==> src/rtl/demux_pkg.sv <==
// Shared route encoding for the demux12_stream slice. The same encoding is
// used by the mux21 selector, so a loopback pairs channel a with s=0.
package demux_pkg;

    localparam logic ROUTE_A = 1'b0;
    localparam logic ROUTE_B = 1'b1;

endpackage

==> src/rtl/demux_chan_reg.sv <==
// One output channel of demux12_stream: a one-entry holding register, its
// valid flag and a wrapping delivered-word counter.
module demux_chan_reg
    import demux_pkg::*;
#(
    parameter int   WIDTH = 1,
    parameter int   CNT_W = 8,
    parameter logic ROUTE = ROUTE_A
) (
    input  logic             clk,
    input  logic             rst_n,
    input  logic             accept_i,
    input  logic             dst_i,
    input  logic [WIDTH-1:0] data_i,
    input  logic             ready_i,
    output logic [WIDTH-1:0] data_o,
    output logic             valid_o,
    output logic [CNT_W-1:0] count_o
);

    logic [WIDTH-1:0] data_q, data_d;
    logic             valid_q, valid_d;
    logic [CNT_W-1:0] count_q, count_d;
    logic             load;
    logic             drain;

    // Next state: a drain empties the slot, a load in the same cycle refills it.
    always_comb begin
        // NOTE: every next-state value starts as a hold so no path leaves it unassigned (no latch).
        data_d  = data_q;
        valid_d = valid_q;
        count_d = count_q;
        load    = accept_i && (dst_i == ROUTE);
        drain   = valid_q && ready_i;
        if (drain) begin
            valid_d = 1'b0;
            count_d = count_q + CNT_W'(1);
        end
        if (load) begin
            data_d  = data_i;
            valid_d = 1'b1;
        end
    end

    // State registers with synchronous active-low reset.
    always_ff @(posedge clk) begin
        if (!rst_n) begin
            // NOTE: the data register is reset as well so the channel output is never X after reset.
            data_q  <= '0;
            valid_q <= 1'b0;
            count_q <= '0;
        end else begin
            // NOTE: non-blocking assignments so all registers update together at the edge.
            data_q  <= data_d;
            valid_q <= valid_d;
            count_q <= count_d;
        end
    end

    assign data_o  = data_q;
    assign valid_o = valid_q;
    assign count_o = count_q;

endmodule

==> src/rtl/demux12_stream.sv <==
// Registered 1-to-2 stream demultiplexer. Each accepted word on y is routed to
// channel a or b, chosen by s or by a strict a/b alternation pointer.
module demux12_stream
    import demux_pkg::*;
#(
    parameter int WIDTH = 1,
    parameter int CNT_W = 8,
    parameter int ALT   = 0
) (
    input  logic             clk,
    input  logic             rst_n,
    input  logic [WIDTH-1:0] y,
    input  logic             y_valid,
    output logic             y_ready,
    input  logic             s,
    output logic [WIDTH-1:0] a,
    output logic             a_valid,
    input  logic             a_ready,
    output logic [WIDTH-1:0] b,
    output logic             b_valid,
    input  logic             b_ready,
    output logic [CNT_W-1:0] a_count,
    output logic [CNT_W-1:0] b_count,
    output logic             sel_q
);

    logic ptr_q, ptr_d;
    logic dst;
    logic dst_valid;
    logic dst_ready;
    logic accept;

    // Destination choice and accept handshake; y_ready never looks at y_valid.
    always_comb begin
        dst       = (ALT != 0) ? ptr_q : s;
        dst_valid = (dst == ROUTE_B) ? b_valid : a_valid;
        dst_ready = (dst == ROUTE_B) ? b_ready : a_ready;
        y_ready   = rst_n && (!dst_valid || dst_ready);
        accept    = y_valid && y_ready;
        sel_q     = dst;
        ptr_d     = ptr_q;
        if ((ALT != 0) && accept) begin
            ptr_d = ~ptr_q;
        end
    end

    // Alternation pointer; advances only on an accepted word, starts at a.
    always_ff @(posedge clk) begin
        if (!rst_n) begin
            ptr_q <= ROUTE_A;
        end else begin
            ptr_q <= ptr_d;
        end
    end

    demux_chan_reg #(
        .WIDTH (WIDTH),
        .CNT_W (CNT_W),
        .ROUTE (ROUTE_A)
    ) u_chan_a (
        .clk      (clk),
        .rst_n    (rst_n),
        .accept_i (accept),
        .dst_i    (dst),
        .data_i   (y),
        .ready_i  (a_ready),
        .data_o   (a),
        .valid_o  (a_valid),
        .count_o  (a_count)
    );

    demux_chan_reg #(
        .WIDTH (WIDTH),
        .CNT_W (CNT_W),
        .ROUTE (ROUTE_B)
    ) u_chan_b (
        .clk      (clk),
        .rst_n    (rst_n),
        .accept_i (accept),
        .dst_i    (dst),
        .data_i   (y),
        .ready_i  (b_ready),
        .data_o   (b),
        .valid_o  (b_valid),
        .count_o  (b_count)
    );

endmodule

==> config.mk <==
export PLATFORM = sky130hd
export DESIGN_NAME = demux12_stream
export DESIGN_NICKNAME = d
export VERILOG_FILES = /design/src/rtl/demux_pkg.sv /design/src/rtl/demux_chan_reg.sv /design/src/rtl/demux12_stream.sv
export SDC_FILE = /design/constraint.sdc
export NUM_CORES = 1
export LEC_CHECK = 0
export BUFFER_PORTS_ARGS = -buffer_cell sky130_fd_sc_hd__buf_4
export CORE_MARGIN = 3
export CORE_UTILIZATION = 44
export CTS_CLUSTER_SIZE = 40
export DETAILED_ROUTE_END_ITERATION = 12
export PLACE_DENSITY = 0.73
export RECOVER_POWER = 25
export SLEW_MARGIN = 30
export SYNTH_ARGS = -nofsm -noshare
export SYNTH_HDL_FRONTEND = slang
export SYNTH_HIERARCHICAL = 1
export SYNTH_SLANG_ARGS = --single-unit
==> constraint.sdc <==
create_clock -name clk -period 1.5 [get_ports clk]
set_clock_uncertainty 0.2 [all_clocks]
set_input_delay 0.375 -clock clk [delete_from_list [all_inputs] [get_ports clk]]
set_output_delay 0.375 -clock clk [all_outputs]
set_load 0.03 [all_outputs]
==> qor.yml <==
route:
  drt_iter0_markers: 5
  drc: 0
  viasPerCell: 5.12
  ant_nets: 0
  first_pass_iters: 4
  wl_per_cell_um: 12.2
  vias: 916
  totalWireLength_um: 2190
logic_synthesis:
  yosysWarnings: 6
  netlist_area_um2: 938
  synth_ff_type: "dfxtp_1"
  syn_avg_cell_area_um2: 9.02
  synth_nets: 113
  synth_seq_cells: 20
  syn-instance-count: 104
  ys_seq_area_share_pct: 42.7
  synth_cell_type_count: 33
  async_flop_share_pct: 0
  synth-edff-count: 0
clock_tree:
  cts_tree: "yes"
  numCtsBuffers: 3
  cts-root-buf: "clkbuf_4"
  clk_path_buf_depth: 2
  path_clk_slew_ns: 0.11
  clock_sinks: 20
  cts_hold_repair.buffers: 0
  cts-htree-levels: 1
  clock_latency_ns: 0.29
setup_path:
  cp.required_ns: 0.92
  path_class: "reg2out"
  crit_chain: "and3b_2 -> nor3b_4 -> buf_6"
  reg2reg_from: "u_chan_b/valid_o"
  crit_start: "u_chan_b/valid_o"
  worst_ep_arrival_time_ns: 1.19
  start_kind: "flop"
  endpoint_kind: "primary output"
  cpPeakStageDelay_ns: 0.36
  cpMaxStageDelayCell: "dfxtp_4"
  r2r_slack_ns: -0.16
  crit_fanout: 2
finish:
  drive_above_1_share_pct: 50.7
  syn2layout_area_growth_pct: 52.8
  final_area_mm2: 0.00143
  final_core_util_pct: 72.3
  fin_cells: 179
  nets: 162
  n_antenna_cell: 0
timing:
  drv_slew: 0
  period_share_pct: 117
  setup_viol: 10
  max-slew-margin-rel_pct: 80.4
  hold_viol: 0
  worst_pin_slew_ns: 0.292
  maxClockFrequency_mhz: 568
  min_period_ns: 1.76
  fin_tns_setup_ns: -1.29
  rsz0062_at_grt: "yes"
  setup_ws_ns: -0.262
global_routing:
  grt_start_max_net_pins: 16
  antenna_found_initial: 0
  grt_pass1_vias: 784
  overflow: 0
  grt_first_pass_wirelength_um: 3390
  track_usage_pct: 16.4
floorplan:
  row_count: 16
  die_y_um: 52.2
  num_io_pins: 29
  die_area_mm2: 0.00272
  fp.dieW_um: 52.2
  core_mm2: 0.00198
  start_util_pct: 47.3
min_path:
  hp-class: "in2reg"
  hold_path.startpoint: "y"
power_and_ir_drop:
  power.total_uw: 974
  p_leak_uw: 0.000568
  power_density_mw_per_mm2: 679
  peakVddDrop_uv: 448
placed_design:
  dpl-instance-area_mm2: 0.00127
  dp_hpwl_um: 1510
  place.gp.congestion: 0.717
  dp_cells: 166
  portBuffers: 28
outcome:
  violations: "setup timing"
  outcome: "complete, but fails checks"
run:
  cap_violations: 0
==> through the flow <==
stage          hold WS (ns)  setup slack [ns]
2_1_floorplan         0.320           -0.0524
3_3_place_gp          0.249            -0.184
3_5_place_dp          0.257            -0.181
4_1_cts               0.146            -0.277
5_1_grt               0.140            -0.330
6_report              0.152            -0.262
==> sequential cells by signal, indices dropped and copies added, names as in the netlist <==
signal            cells
u_chan_a/count_o      8
u_chan_a/data_o       1
u_chan_b/count_o      8
u_chan_b/valid_o      1
u_chan_b/data_o       1
u_chan_a/valid_o      1
==> where the power goes <==
part	total, uW	switching, uW	internal, uW
Sequential	540	4.11	535
Combinational	123	62.2	60.6
Clock	311	164	148
Total	974	230	744
==> final timing paths <==
kind	depth (start not counted)	end
worst max register to register	6	u_chan_b/count_o[5]
worst min-delay path	3	u_chan_b/data_o
worst max-delay path	3	y_ready
worst min register to register	2	u_chan_b/data_o
==> Yosys cell counts, drive strengths merged (3+ instances only) <==
| cell type | number | area (um2) |
|---|---|---|
| o21ai | 4 | 20.0 |
| nand3 | 9 | 55.1 |
| inv | 3 | 11.3 |
| a21boi | 4 | 30.0 |
| or3 | 4 | 26.3 |
| or4 | 3 | 22.5 |
| nand4 | 3 | 18.8 |
| o31ai | 5 | 37.5 |
| nand2 | 12 | 45.0 |
| a21oi | 7 | 35.0 |
| nand2b | 3 | 18.8 |
| dfxtp | 20 | 400 |
==> worst max-delay path: cells and delay by family (launching register included) <==
family                 cells  cell delay, ns
and+or+nand+nor            2            0.38
DFF                        1            0.36
buffers and inverters      1            0.15
==> cell families (layout without fill, tap and decap cells) <==
group	after synthesis	in the layout	share of synthesized area (%)
AOI/OAI and AO/OA	23	23	15.5
and+or+nand+nor	47	47	30.5
xor gates and xnor gates	4	4	3.73
adders and majority gates	2	2	2.67
DFF	20	20	42.7
muxes	2	2	2.13
buffers and inverters	6	54	2.80
==> metal layers <==
layer  vias up  track usage (%)  wire [um]
li1        472                -          -
met4         0             6.38         34
met3         4             1.99         78
met2        15             27.0       1100
met5         -                0          0
met1       425             21.8        975
==> layout by cell type (no fill, tap or decap), types with 2 or more instances in the layout <==
master     n
or4_4      2
buf_6      5
xor2_1     2
a21oi_2    3
nor3b_4    2
nand4_1    3
inv_1      3
buf_4     38
nand2b_1   3
nor2_1     2
and2_1     2
dfxtp_1    8
nand3_1    7
o211ai_1   2
ha_1       2
o21ai_0    4
dfxtp_2   11
clkbuf_2   2
a21oi_1    4
nand2_1   12
a21boi_0   3
mux2i_1    2
o31ai_1    5
or3_1      3
clkbuf_4   3
xnor2_1    2
==> final cells by class <==
class                           instances  area [um2]
Sequential cell                        20         418
Fill cell                             153         548
Timing Repair Buffer                   46         355
Multi-Input combinational cell         78         576
Tap cell                               27        33.8
Clock buffer                            4        36.3
Inverter                                4        15.0
==> what timing repair did <==
action                                  4_1_cts  5_1_grt
endpoints found under the hold margin         0        0
endpoints found under the setup margin        5       14
buffers inserted                              3        8
gates resized for setup                      10       11
pin swaps                                     6        2
No activity file was read; power rests on OpenSTA's default activity.
